===== src/rtl/instr_fetch.sv =====
// Instruction fetch initiator: owns the PC, drives a zero-latency instruction memory
// and buffers {pc, instr} pairs in a DEPTH-entry queue for decode. Optional perf counters: IFETCH_PERF_EN.
module instr_fetch #(
    parameter int          DEPTH    = 2,
    parameter logic [31:0] RESET_PC = 32'h0000_0004
) (
    input  logic        clk,
    input  logic        rst_n,
    output logic [31:0] imem_addr,
    input  logic [31:0] imem_instr,
    input  logic        fetch_en,
    input  logic        redirect_valid,
    input  logic [31:0] redirect_pc,
    output logic        out_valid,
    input  logic        out_ready,
    output logic [31:0] out_pc,
    output logic [31:0] out_instr
`ifdef IFETCH_PERF_EN
    ,
    output logic [31:0] perf_fetch_cnt,
    output logic [31:0] perf_stall_cnt
`endif
);
    localparam int              PTR_W   = (DEPTH > 1) ? $clog2(DEPTH) : 1;
    localparam logic [PTR_W:0]  DEPTH_C = DEPTH[PTR_W:0];

    logic [31:0]      pc_q;
    logic [31:0]      pc_mem    [DEPTH];
    logic [31:0]      instr_mem [DEPTH];
    logic [PTR_W-1:0] wr_ptr, rd_ptr;
    logic [PTR_W:0]   count;
    logic             pop, push, full;

    assign imem_addr = pc_q;
    assign full      = (count == DEPTH_C);
    assign out_valid = (count != '0);
    assign pop       = out_valid & out_ready;
    assign push      = fetch_en & ~redirect_valid & (~full | pop);

    // Head is masked while empty so flushed entries never leak onto out_*.
    assign out_pc    = out_valid ? pc_mem[rd_ptr]    : '0;
    assign out_instr = out_valid ? instr_mem[rd_ptr] : '0;

    always_ff @(posedge clk) begin
        if (!rst_n) begin
            pc_q   <= RESET_PC;
            wr_ptr <= '0;
            rd_ptr <= '0;
            count  <= '0;
            for (int i = 0; i < DEPTH; i++) begin
                pc_mem[i]    <= '0;
                instr_mem[i] <= '0;
            end
        end else if (redirect_valid) begin
            pc_q   <= {redirect_pc[31:2], 2'b00};
            wr_ptr <= '0;
            rd_ptr <= '0;
            count  <= '0;
        end else begin
            if (push) begin
                pc_mem[wr_ptr]    <= pc_q;
                instr_mem[wr_ptr] <= imem_instr;
                wr_ptr            <= wr_ptr + PTR_W'(1);
                pc_q              <= pc_q + 32'd4;
            end
            if (pop)
                rd_ptr <= rd_ptr + PTR_W'(1);
            case ({push, pop})
                2'b10:   count <= count + 1'b1;
                2'b01:   count <= count - 1'b1;
                default: count <= count;
            endcase
        end
    end

`ifdef IFETCH_PERF_EN
    always_ff @(posedge clk) begin
        if (!rst_n) begin
            perf_fetch_cnt <= '0;
            perf_stall_cnt <= '0;
        end else begin
            if (push)
                perf_fetch_cnt <= perf_fetch_cnt + 32'd1;
            if (fetch_en & ~redirect_valid & full & ~pop)
                perf_stall_cnt <= perf_stall_cnt + 32'd1;
        end
    end
`endif

endmodule


===== config.mk =====
export PLATFORM = sky130hd
export DESIGN_NAME = instr_fetch
export DESIGN_NICKNAME = d
export VERILOG_FILES = /design/src/rtl/instr_fetch.sv
export SDC_FILE = /design/constraint.sdc
export NUM_CORES = 1
export LEC_CHECK = 0
export ABC_CLOCK_PERIOD_IN_PS = 6600
export CAP_MARGIN = 10
export CORE_MARGIN = 1.5
export CORE_UTILIZATION = 46
export CTS_CLUSTER_DIAMETER = 30
export DETAILED_ROUTE_END_ITERATION = 6
export PLACE_DENSITY = 0.85
export SLEW_MARGIN = 5
export SYNTH_ARGS = -nofsm -noshare
export SYNTH_HDL_FRONTEND = slang
export SYNTH_SLANG_ARGS = --single-unit

===== constraint.sdc =====
create_clock -name clk -period 6.6 [get_ports clk]
set_input_delay 0.99 -clock clk [delete_from_list [all_inputs] [get_ports clk]]
set_output_delay 0.99 -clock clk [all_outputs]
set_load 0.03 [all_outputs]

==> impl_metrics.csv, run 1 <==
group,metric,value,unit
global_routing,grt_usage,21.4,%
floorplan,initial_core_util,47.7,%
setup_path,r2r_cells,4,
floorplan,die_w,132,um
logic_synthesis,synth_adder_area_share,0.163,%
sta,period_share,54.4,%
hold_path,hold_class,"flop to flop",
setup_path,r2r_end,"instr_mem[1][6]",
sta,grt_setup_unrepaired,"no",
logic_synthesis,ys.flop_type,"edfxtp_1",
clocking,postCtsHoldBufs,0,
logic_synthesis,synthCells,686,
clocking,cts.clk_slew.worst_paths,0.06,ns
clocking,postCtsSetupRepairBufs,0,
global_routing,grt_overflow,0,
setup_path,rrSetupSlack,3.71,ns
routing,drtIter0Drc,453,
floorplan,design.core.area,16100,um2
power_and_ir_drop,p_leak,0.00371,uW
routing,m1WireLength,8000,um
logic_synthesis,synth_mux_area_share,8.37,%
routing,drt_wl_total,18500,um
hold_path,min_from,"rd_ptr",
final_layout,nFillCells,1229,
sta,fin_crit,3.59,ns
floorplan,rows,46,
place,io_buffers,159,
run_status,status,"complete, no violations",
logic_synthesis,synthTopCellsByArea,"edfxtp_1 49%, and3_1 9.5%, dfxtp_1 9.2%",
clocking,cts_tree,"built",
clocking,cts-resized-gates,0,
global_routing,antenna_found_initial,0,
clocking,clkLatencyLatePin,0.43,ns
setup_path,critical_path_arrival,2.60,ns
place,hpwlAfterDp,11600,um
sta,skew,0.0153,ns
logic_synthesis,yosysWarnings,0,
power_and_ir_drop,powerDensity,242,nW/um2
power_and_ir_drop,peakVddDrop,0.000218,V
routing,drc,0,
logic_synthesis,yosysSeqAreaShare,57.8,%
clocking,root_buffer,"clkbuf_16",
final_layout,area_growth,29.3,%
run,max_cap_viol_count,0,
logic_synthesis,netlist-cell-type-count,49,
floorplan,die-area,17400,um2
sta,worst_hold_slack,0.517,ns
logic_synthesis,synth_common_cells,"124 x edfxtp_1, 116 x and3_1, 77 x nor2_1, 64 x mux2i_1, 47 x clkbuf_1",
final_layout,antenna_cells,0,
global_routing,first_global_vias,5793,
global_routing,grt_pass1_wl,29500,um
floorplan,io_pins,166,
clocking,clock-sinks,159,
final_layout,regArea,4430,um2
logic_synthesis,synth_top_family_by_area,"simple AND/OR/NAND/NOR gates",
final_layout,drive_above_1_share,6.82,%
hold_path,holdPathStages,2,
logic_synthesis,syn_area_per_cell,11.2,um2
routing,avgRoutedWirePerCell,17.9,um
routing,vias,5924,
setup_path,cp-start-kind,"flop",
place,place.gp.congestion,0.875,
final_layout,multi_input_area,2940,um2
routing,ant_nets,0,
routing,vias_per_cell,5.71,
setup_path,r2r_start,"wr_ptr",
clocking,clock_path_buffers,2,
logic_synthesis,synth_xor_area_share,1.14,%
logic_synthesis,synth_compound_area_share,6.78,%
setup_path,path_max_fanout,62,
sta,slew_headroom,25.1,%
routing,met2_length,9020,um
floorplan,die_h,132,um
routing,firstDrtPassIters,5,
routing,routed.top_layer,"met4",
logic_synthesis,synth-simple-area-share,21.3,%
logic_synthesis,synth-edff-count,124,
final_layout,nets,878,
sta,setup_ws,3.01,ns
sta,setup_viol,0,
sta,max_freq,278,MHz
setup_path,critical_path_class,"flop to output pin",
place,dp_slack,3.00,ns
clocking,cts_max_level,4,
clocking,cts_buffers,17,
global_routing,grt_max_degree,124,
setup_path,crit_chain,"mux2i_1 > nor2_1 > clkdlybuf4s50_1",
routing,wl_met3,1190,um
logic_synthesis,synth_top_area_share,48.6,%
logic_synthesis,ys_ff_latch,159,
logic_synthesis,syn_area,7650,um2
logic_synthesis,synth_most_common_cell,"edfxtp_1",
setup_path,slowest_delay,1.05,ns
setup_path,endpoint_kind,"output pin",
sta,worst_pin_slew,1.12,ns
sta,report.final.slew_viol_count,0,
setup_path,cp.required,5.61,ns
logic_synthesis,async_flop_share,0,%
sta,hold_viol_final,0,
setup_path,critPathSlowestCell,"dfxtp_4",
logic_synthesis,synth_area_leader_cell,"edfxtp_1",
-- how the worst max path moves through the flow --
stage	startpoint	slack, ns	end	cells past startpoint
4_1_cts	flop	2.94	out_pc[8]	3
3_3_place_gp	out_ready	3.00	instr_mem[0][17]	5
6_report	flop	3.01	out_pc[23]	3
2_1_floorplan	fetch_en	-0.08	instr_mem[0][0]	3
3_5_place_dp	out_ready	3.00	instr_mem[0][1]	5
5_1_grt	flop	2.82	out_pc[8]	3
-- final cells by class --
class	instances	area share, %
sequential	159	44.7
clock inverter	15	1.49
clock buffer	17	4.30
timing repair buffer	167	16.7
inverter	8	0.303
multi-input combinational	455	29.7
tap	216	2.73
-- cells in the final DEF, fill, tap and decap left out, drive strengths merged, types with 3 or more instances in the layout --
cell type,n
a21oi,8
xor2,4
o21ai,28
and4,4
conb,4
o211ai,6
clkbuf,17
mux2i,64
and3,120
o31ai,12
nor4,4
nand3,11
and2,4
edfxtp,124
clkinv,7
nand4,13
a31oi,16
nor2,77
nor3,13
nand2,19
xnor2,6
dfxtp,35
or4,17
a311oi,3
buf,8
or3,4
a211oi,3
inv,15
clkdlybuf4s50,159
-- critical path: cells and delay by family (launching register included) --
| family | cells | cell delay, ns |
|---|---|---|
| buf+inv | 1 | 0.76 |
| simple gates | 1 | 0.14 |
| mux | 1 | 0.17 |
| flops | 1 | 1.05 |
-- sequential cells by signal, summed over array words and instances, names as in the netlist, named ones only --
signal     flops
wr_ptr         1
count          2
rd_ptr         1
instr_mem     64
imem_addr     30
pc_mem        60
-- metrics by stage --
step	total power (uW)	instances	TNS, ns	utilization, %	area, um2
after floorplan	1340	689	-9.41	-	7670
after global placement	1450	1005	0	58.1	9330
after detailed placement	1460	1005	0	58.1	9330
after CTS	2410	1037	0	61.6	9900
after global routing	2470	1037	0	61.6	9900
final	2390	1037	0	61.6	9900
-- cells by family after synthesis --
kind of cell / Yosys count
other: 1
xor gates and xnor gates: 10
buffers and inverters: 75
AOI/OAI and AO/OA: 82
DFF: 159
adders and majority gates: 1
and+or+nand+nor: 294
muxes: 64
-- power by group --
part           switching [uW]  leakage [uW]  internal, uW
sequential               45.4       0.00159          1130
combinational             152       0.00183           112
clock                     420      0.000286           530
-- per-layer routing --
| layer | up-vias | track usage (%) |
|---|---|---|
| met5 | - | 0 |
| met4 | 0 | 7.72 |
| met3 | 25 | 4.73 |
| met2 | 239 | 35.3 |
| met1 | 2843 | 27.9 |
| li1 | 2817 | - |
Note: power is estimated with default switching activity, not from simulation.
==> run 2: changes to the inputs <==
--- a/config.mk
+++ b/config.mk
@@ -5,13 +5,13 @@
 export SDC_FILE = /design/constraint.sdc
 export NUM_CORES = 1
 export LEC_CHECK = 0
-export ABC_CLOCK_PERIOD_IN_PS = 6600
+export ABC_CLOCK_PERIOD_IN_PS = 3340
 export CAP_MARGIN = 10
 export CORE_MARGIN = 1.5
-export CORE_UTILIZATION = 46
+export CORE_UTILIZATION = 51
 export CTS_CLUSTER_DIAMETER = 30
 export DETAILED_ROUTE_END_ITERATION = 6
-export PLACE_DENSITY = 0.85
+export PLACE_DENSITY = 0.89
 export SLEW_MARGIN = 5
 export SYNTH_ARGS = -nofsm -noshare
 export SYNTH_HDL_FRONTEND = slang
==> constraint.sdc (replaced) <==
create_clock -name clk -period 3.34 [get_ports clk]
set_input_delay 0.501 -clock clk [delete_from_list [all_inputs] [get_ports clk]]
set_output_delay 0.501 -clock clk [all_outputs]
set_load 0.03 [all_outputs]
==> run 2 against run 1 <==
Via count rose by 2.1%. First-iteration DRC count rose by 0.66%. Critical path type unchanged. Clock skew fell by 0.0070 ns.
==> impl_metrics.csv, run 2 (synthesis results as in run 1) <==
group,metric,value,unit
run_status,status,"complete, no violations",
clocking,root_buffer,"clkbuf_16",
clocking,cts_max_level,4,
power_and_ir_drop,powerDensity,483,nW/um2
setup_path,critPathBufInv,2,
final_layout,drive_above_1_share,7.24,%
final_layout,postLayoutCoreUtil,68.7,%
final_layout,nFillCells,1039,
final_layout,largest_reg_flops,64,
global_routing,first_global_vias,5845,
routing,vias,6050,
routing,avgRoutedWirePerCell,18.2,um
sta,grt_setup_unrepaired,"no",
routing,drc,0,
final_layout,final_common_cell,"clkdlybuf4s50_1",
place,postPlaceCellArea,9430,um2
power_and_ir_drop,power.total,4850,uW
power_and_ir_drop,p_seq_share,48.1,%
floorplan,design.core.area,14600,um2
global_routing,grt_max_degree,65,
routing,ant_nets,0,
power_and_ir_drop,swShare,23.5,%
clocking,cts_buffers,17,
setup_path,r2r_start,"imem_addr[10]",
place,hpwlAfterDp,11800,um
setup_path,critPathSlowestCell,"clkdlybuf4s50_1",
global_routing,grt_pass1_wl,29600,um
floorplan,die-area,15800,um2
clocking,clock_path_buffers,2,
setup_path,slowest_delay,0.70,ns
routing,drtIter0Drc,456,
final_layout,antenna_cells,0,
setup_path,endpoint_kind,"output pin",
final_layout,area_growth,31.0,%
sta,finalSetupTns,0,ns
final_layout,design_area,10000,um2
routing,drt_wl_total,18500,um
floorplan,io_pins,166,
routing,vias_per_cell,5.97,
sta,period_share,84.9,%
floorplan,die_w,126,um
sta,setup_ws,0.506,ns
sta,fin_crit,2.83,ns
final_layout,final_cell_mix,"159 x clkdlybuf4s50_1, 124 x edfxtp_1, 116 x and3_1",
sta,skew,0.00826,ns
floorplan,rows,44,
setup_path,path_max_fanout,26,
hold_path,min_from,"rd_ptr",
setup_path,critical_path_class,"flop to output pin",
sta,hold_viol_final,0,
clocking,cts.clk_slew.worst_paths,0.06,ns
power_and_ir_drop,p_leak,0.00378,uW
floorplan,die_h,126,um
hold_path,hold_class,"flop to flop",
final_layout,nets,887,
place,dp_slack,0.565,ns
sta,max_freq,353,MHz
clocking,cts-resized-gates,0,
global_routing,grt_overflow,0,
final_layout,top_register,"instr_mem",
place,place.gp.congestion,0.907,
global_routing,grt_usage,23.8,%
sta,report.final.slew_viol_count,0,
clocking,clkLatencyLatePin,0.42,ns
clocking,cts_tree,"built",
power_and_ir_drop,peakVddDrop,0.000356,V
setup_path,critical_path_arrival,2.33,ns
power_and_ir_drop,clkPwrFrac,40.9,%
clocking,clock-sinks,159,
setup_path,cp.required,2.84,ns
power_and_ir_drop,switchingPower,1140,uW
setup_path,crit_chain,"buf_4 > mux2i_1 > nor2_1 > clkdlybuf4s50_1",
clocking,postCtsSetupRepairBufs,0,
place,io_buffers,159,
sta,slew_headroom,61.3,%
run,max_cap_viol_count,0,
clocking,postCtsHoldBufs,0,
global_routing,antenna_found_initial,0,
power_and_ir_drop,p_int,3710,uW
floorplan,initial_core_util,52.5,%
routing,firstDrtPassIters,5,
setup_path,cpLargestDelayFamily,"buffers and inverters",
sta,worst_pin_slew,0.581,ns
power_and_ir_drop,combPwrFrac,11.1,%
sta,setup_viol,0,
setup_path,cp-start-kind,"flop",
[run 2: power groups by stage]
stage / logic [uW] / registers (uW) / clock network (uW)
CTS: 539 / 2330 / 1990
global placement: 525 / 2360 / 0
finish: 538 / 2330 / 1980
global route: 576 / 2340 / 2080
floorplan: 259 / 2390 / 0
detailed placement: 536 / 2370 / 0
[run 2: final cells by class]
cell class                      instances  area (um2)  area share (%)
Clock buffer                           18         429            4.28
Timing Repair Buffer                  176        1790            17.9
Clock inverter                         13         170            1.70
Inverter                                8        30.0           0.299
Multi-Input combinational cell        455        2940            29.4
Tap cell                              184         230            2.30
Sequential cell                       159        4430            44.2
[run 2: path summary, 6_finish.rpt]
kind	slack [ns]	depth (start not counted)	to
worst min register to register	0.51	2	rd_ptr
worst max-delay path	0.51	4	out_pc[21]
worst min-delay path	0.51	2	rd_ptr
worst max register to register	0.96	4	imem_addr[31]
[run 2: worst reg2reg max path, delay by kind of cell (launching register included)]
| kind | cells | cell delay [ns] |
|---|---|---|
| AOI/OAI and AO/OA | 1 | 0.30 |
| DFF | 1 | 0.56 |
| and+or+nand+nor | 3 | 1.40 |
[run 2: metal layers]
layer / GRT usage, % / up-vias / part of all wire (%)
met3: 5.09 / 30 / 7.3
met4: 7.82 / 0 / 1.8
li1: - / 2826 / -
met5: 0 / - / 0
met2: 40.2 / 280 / 50
met1: 30.7 / 2914 / 41
[run 2: per-stage QoR]
| stage | instances | hold WS, ns |
|---|---|---|
| after floorplan | 689 | 0.472 |
| after global placement | 982 | 0.484 |
| after detailed placement | 982 | 0.495 |
| after CTS | 1013 | 0.513 |
| after global routing | 1013 | 0.538 |
| final | 1013 | 0.514 |
